--- src/rtl/core_if.sv ---
// Instruction-fetch stage: owns the fetch PC, one outstanding imem request, delivers {inst,pc,pc4} to ID.
// Latency: IF_regs loads on the edge that sees rvalid (or on stall release from the hold buffer).
// Backpressure: stall holds IF_regs; a response arriving under stall parks in a one-entry hold buffer.
package core_if_pkg;
    typedef struct packed {
        logic [31:0] inst;
        logic [63:0] pc;
        logic [63:0] pc4;
    } IF_regs_t;
endpackage

module core_if
    import core_if_pkg::*;
#(
    parameter logic [63:0] RESET_PC = 64'h0
) (
    input  logic        clock,
    input  logic        reset,
    input  logic        stall,
    input  logic        flush,
    input  logic        redirect_valid,
    input  logic [63:0] redirect_pc,
    output logic        imem_req,
    output logic [63:0] imem_addr,
    input  logic        imem_ready,
    input  logic        imem_rvalid,
    input  logic [31:0] imem_rdata,
    output IF_regs_t    IF_regs,
    output logic [63:0] next_pc
);

    typedef enum logic [1:0] {
        S_REQ,
        S_WAIT,
        S_HOLD
    } state_t;

    state_t      r_state;
    state_t      w_state_nxt;
    logic [63:0] r_pc;
    logic [63:0] w_pc_nxt;
    logic [63:0] r_inflight_pc;
    logic [63:0] w_inflight_nxt;
    logic        r_drop;
    logic        w_drop_nxt;
    logic [31:0] r_hold_inst;
    logic [63:0] r_hold_pc;
    logic        w_hold_load;
    IF_regs_t    r_if_regs;
    logic        w_deliver;
    IF_regs_t    w_deliver_dat;
    logic        w_req;

    always_ff @(posedge clock or posedge reset) begin
        if (reset) begin
            r_state       <= S_REQ;
            r_pc          <= RESET_PC;
            r_inflight_pc <= RESET_PC;
            r_drop        <= 1'b0;
            r_hold_inst   <= 32'h0;
            r_hold_pc     <= 64'h0;
            r_if_regs     <= '0;
        end else begin
            r_state       <= w_state_nxt;
            r_pc          <= w_pc_nxt;
            r_inflight_pc <= w_inflight_nxt;
            r_drop        <= w_drop_nxt;
            if (w_hold_load) begin
                r_hold_inst <= imem_rdata;
                r_hold_pc   <= r_inflight_pc;
            end
            if (flush) begin
                r_if_regs <= '0;
            end else if (w_deliver) begin
                r_if_regs <= w_deliver_dat;
            end
        end
    end

    always_comb begin
        w_state_nxt    = r_state;
        w_pc_nxt       = r_pc;
        w_inflight_nxt = r_inflight_pc;
        w_drop_nxt     = r_drop;
        w_hold_load    = 1'b0;
        w_deliver      = 1'b0;
        w_deliver_dat  = '0;
        w_req          = 1'b0;
        case (r_state)
            S_REQ: begin
                w_req = !redirect_valid;
                if (w_req && imem_ready) begin
                    w_inflight_nxt = r_pc;
                    w_pc_nxt       = r_pc + 64'd4;
                    w_state_nxt    = S_WAIT;
                end
            end
            S_WAIT: begin
                if (imem_rvalid) begin
                    if (r_drop) begin
                        w_drop_nxt  = 1'b0;
                        w_state_nxt = S_REQ;
                    end else if (redirect_valid) begin
                        w_state_nxt = S_REQ;
                    end else if (stall) begin
                        w_hold_load = 1'b1;
                        w_state_nxt = S_HOLD;
                    end else begin
                        // Deliver and issue the next fetch in the same cycle.
                        w_deliver     = 1'b1;
                        w_deliver_dat = '{inst: imem_rdata, pc: r_inflight_pc,
                                          pc4: r_inflight_pc + 64'd4};
                        w_req         = 1'b1;
                        if (imem_ready) begin
                            w_inflight_nxt = r_pc;
                            w_pc_nxt       = r_pc + 64'd4;
                        end else begin
                            w_state_nxt = S_REQ;
                        end
                    end
                end else if (redirect_valid) begin
                    w_drop_nxt = 1'b1;
                end
            end
            S_HOLD: begin
                if (redirect_valid) begin
                    w_state_nxt = S_REQ;
                end else if (!stall) begin
                    w_deliver     = 1'b1;
                    w_deliver_dat = '{inst: r_hold_inst, pc: r_hold_pc,
                                      pc4: r_hold_pc + 64'd4};
                    w_state_nxt   = S_REQ;
                end
            end
            default: begin
                w_state_nxt = S_REQ;
            end
        endcase
        if (redirect_valid) begin
            w_pc_nxt = redirect_pc;
        end
    end

    always_comb begin
        if (redirect_valid) begin
            next_pc = redirect_pc;
        end else if (r_state == S_HOLD) begin
            next_pc = r_hold_pc;
        end else if (r_state == S_WAIT && !r_drop) begin
            next_pc = r_inflight_pc;
        end else begin
            next_pc = r_pc;
        end
    end

    assign imem_req  = w_req;
    assign imem_addr = r_pc;
    assign IF_regs   = r_if_regs;

endmodule

--- config.mk ---
export PLATFORM = sky130hd
export DESIGN_NAME = core_if
export DESIGN_NICKNAME = d
export VERILOG_FILES = /design/src/rtl/core_if.sv
export SDC_FILE = /design/constraint.sdc
export NUM_CORES = 1
export LEC_CHECK = 0
export ABC_AREA = 1
export CORE_AREA = 2 2 215 217
export CTS_CLUSTER_DIAMETER = 120
export DETAILED_ROUTE_END_ITERATION = 7
export DIE_AREA = 0 0 217 219
export HOLD_SLACK_MARGIN = 0.15
export PLACE_DENSITY = 0.81
export SLEW_MARGIN = 20
export SYNTH_ARGS = -nofsm -noshare
export SYNTH_HDL_FRONTEND = slang
export SYNTH_SLANG_ARGS = --single-unit
--- constraint.sdc ---
create_clock -name clock -period 14.5 [get_ports clock]
set_input_delay 2.175 -clock clock [delete_from_list [all_inputs] [get_ports clock]]
set_output_delay 2.175 -clock clock [all_outputs]
set_load 0.02 [all_outputs]
==> results.sh <==
export IMPL_core_sq_um=45100
export IMPL_synthCells=3681
export IMPL_die_w_um=217
export IMPL_cts_buffer_depth=3
export IMPL_dr_pass1_iters=8
export IMPL_grt_overflow=0
export IMPL_syn_avg_cell_area_sq_um=6.69
export IMPL_grt_max_degree=115
export IMPL_drtAntennaViolNets=0
export IMPL_cts_clk_slew_worst_paths_ps=60
export IMPL_finalSetupTns_ps=0
export IMPL_synth_seq_cells=385
export IMPL_worst_slack_ps=7260
export IMPL_post_cts_resized=0
export IMPL_cts_setup_buffers=0
export IMPL_reg2reg_depth=12
export IMPL_slowest_delay_ps=650
export IMPL_power_switching_mw=2.27
export IMPL_drv_slew=0
export IMPL_power_switching_share_pct=45.7
export IMPL_powerDensity_nw_per_um2=164
export IMPL_leakagePower_nw=13.4
export IMPL_placed_area_sq_um=28700
export IMPL_synth_edff_count=0
export IMPL_hpwl_mm=80.3
export IMPL_antenna_found_initial=5
export IMPL_crit_fanout=66
export IMPL_clk_latency_ps=600
export IMPL_p_comb_share_pct=38.6
export IMPL_failed_checks="DRC"
export IMPL_path_class="in -> out"
export IMPL_drv_cap=0
export IMPL_io_pins=392
export IMPL_die_area_sq_um=47500
export IMPL_worstMarginPinSlew_ps=1210
export IMPL_die_height_um=219
export IMPL_start_kind="input pin"
export IMPL_min_period_ps=7240
export IMPL_p_seq_share_pct=36.6
export IMPL_htreeDepth=2
export IMPL_hold_viol_final=0
export IMPL_gp_congestion=1.06
export IMPL_p_int_mw=2.69
export IMPL_hold_buffers=0
export IMPL_synthFlopType="dfrtp_1"
export IMPL_hold_depth=2
export IMPL_cts_tree="done"
export IMPL_seq_area_frac_synth_pct=39.1
export IMPL_rsz0062_at_grt="no"
export IMPL_route_detailed_drc=2
export IMPL_power_total_mw=4.96
export IMPL_vias=27700
export IMPL_slew_headroom_pct=19.6
export IMPL_setup_viol=0
export IMPL_crit_path_cell_trace="clkdlybuf4s50_1, nor2_4, buf_4, inv_2, nor2_4, inv_1, o21ai_0, clkdlybuf4s50_1"
export IMPL_cts_buffers_inserted=43
export IMPL_crit_path_end_kind="output port"
export IMPL_track_usage_pct=44.1
export IMPL_final_period_utilization_pct=49.9
export IMPL_syn_num_nets=3790
export IMPL_crit_slowest_cell="clkdlybuf4s50_1"
export IMPL_fin_worst_skew_ps=19.5
export IMPL_port_buffers=391
export IMPL_finalNetCount=4076
export IMPL_multi_input_area_sq_um=12800
export IMPL_drive_gt1_share_pct=4.73
export IMPL_clock_sinks=385
export IMPL_status="finished with violations"
export IMPL_async_flop_share_pct=100
export IMPL_critPathRequiredTime_ps=12320
export IMPL_cp_arrival_ps=5060
export IMPL_drt_iter0_markers=4321
export IMPL_avgRoutedWirePerCell_um=23.1
export IMPL_hp_class="reg -> reg"
export IMPL_wl_mm=106
export IMPL_synth_distinct_cells=49
export IMPL_vias_per_cell=6.02
export IMPL_num_rows=78
export IMPL_fillCellCount=4063
export IMPL_fmax_mhz=138
export IMPL_ys_warnings_count=0
export IMPL_regArea_sq_um=9630
export IMPL_p_clk_share_pct=24.8
export IMPL_final_area_sq_um=30300
export IMPL_start_util_pct=54.7
export IMPL_synthesis_area_sq_um=24600
export IMPL_grt_pass1_wl_mm=157
export IMPL_dp_slack_ps=7340
export IMPL_ir_worst_vdd_uv=130
export IMPL_grt_pass1_vias=25800
export IMPL_area_growth_pct=22.8
export IMPL_clock_tree_root_cell="clkbuf_16"
[placed cells by master (no fill, tap or decap), types with 11 or more instances in the layout]
cell type	Yosys	routed
buf_4	17	19
clkdlybuf4s50_1	0	390
o22ai_1	69	69
dfrtp_1	385	385
a32o_1	64	64
nor2_1	480	480
a22oi_1	36	36
o211ai_1	13	13
inv_1	370	368
nor3_1	41	41
a21oi_1	38	38
nor2_2	30	29
clkbuf_16	0	44
nand3_1	210	210
nand2_1	1212	1210
o21ai_0	336	336
nor2_4	16	17
nand4_1	37	37
o21ai_1	38	38
inv_2	12	11
xor2_1	39	39
nand2_2	15	16
[registers in the layout, indices dropped and copies added, names as in the netlist]
| register | flops |
|---|---|
| IF_regs | 158 |
| imem_addr | 64 |
| r_hold_pc | 64 |
| r_inflight_pc | 64 |
| r_hold_inst | 32 |
| r_state | 2 |
| r_drop | 1 |
[cell families (layout without fill, tap and decap cells)]
| kind of cell | Yosys count | in the layout | share of synthesized area, % |
|---|---|---|---|
| simple gates | 2067 | 2067 | 34.6 |
| fa+ha+maj | 6 | 6 | 0.305 |
| compound gates | 633 | 633 | 15.6 |
| xor+xnor | 39 | 39 | 1.39 |
| other cells | 0 | 1 | 0 |
| flops | 385 | 385 | 39.1 |
| buf+inv | 551 | 870 | 9.04 |
[metrics by stage]
stage | cells | hold WS [ps] | utilization [%]
after floorplan | 3681 | 450 | -
after global placement | 4522 | 461 | 63.6
after detailed placement | 4522 | 465 | 63.6
after CTS | 4600 | 481 | 67.1
after global routing | 4600 | 491 | 67.1
final | 4601 | 475 | 67.1
[cells in the mapped netlist (all sizes together), types with 5 or more instances]
library cell / number / area share [%]
xor2: 39 / 1.4
nand3b: 11 / 0.39
o21ai: 375 / 7.6
nand2: 1228 / 19
a22o: 5 / 0.18
a31oi: 5 / 0.13
buf: 93 / 2.1
o211ai: 16 / 0.55
nand4: 37 / 0.94
inv: 382 / 5.8
nor2: 526 / 8.8
nor3: 47 / 1.1
clkbuf: 76 / 1.2
ha: 6 / 0.30
o221ai: 10 / 0.38
a22oi: 36 / 1.1
a32o: 64 / 2.6
a21oi: 38 / 0.77
o22ai: 69 / 1.8
dfrtp: 385 / 39
nand3: 213 / 4.4
a21o: 7 / 0.21
[layout make-up]
type	count	share of cell area, %
diodes	1	0.00827
inverters	382	4.78
well taps	600	2.48
repair buffers	410	13.4
clock buffers	59	4.16
multi-input cells	2745	42.3
clock inverters	19	1.05
flip-flops and latches	385	31.8
[power groups by stage]
stage | clock network (mW) | registers [mW] | logic, mW
finish | 1.23 | 1.81 | 1.91
global route | 1.28 | 1.83 | 2.06
CTS | 1.23 | 1.77 | 1.84
detailed placement | 0 | 1.79 | 1.82
global placement | 0 | 1.78 | 1.81
floorplan | 0 | 1.65 | 1.11
[critical path, delay by kind of cell]
family	cells	cell delay, ps
AO/OA/AOI/OAI	1	280
buffers and inverters	5	2310
AND/OR/NAND/NOR	2	280
[layer usage]
metal  vias to the layer above  track usage [%]  routed length [um]
met5                         -            0.833                 132
met2                      2032             66.9               45800
li1                      12500                -                   -
met3                       343             11.7               14000
met1                     12800             58.0               40000
met4                         8             22.8                6410
[final timing paths]
path,startpoint,endpoint,slack (ps)
min,IF_regs[39],IF_regs[39],480
max in group asynchronous,reset,r_inflight_pc[62],10020
max reg2reg,r_state[1],IF_regs[119],9820
max,stall,imem_req,7260
min in group asynchronous,reset,IF_regs[159],2130
min reg2reg,IF_regs[39],IF_regs[39],480
(Power assumes the default switching activity.)
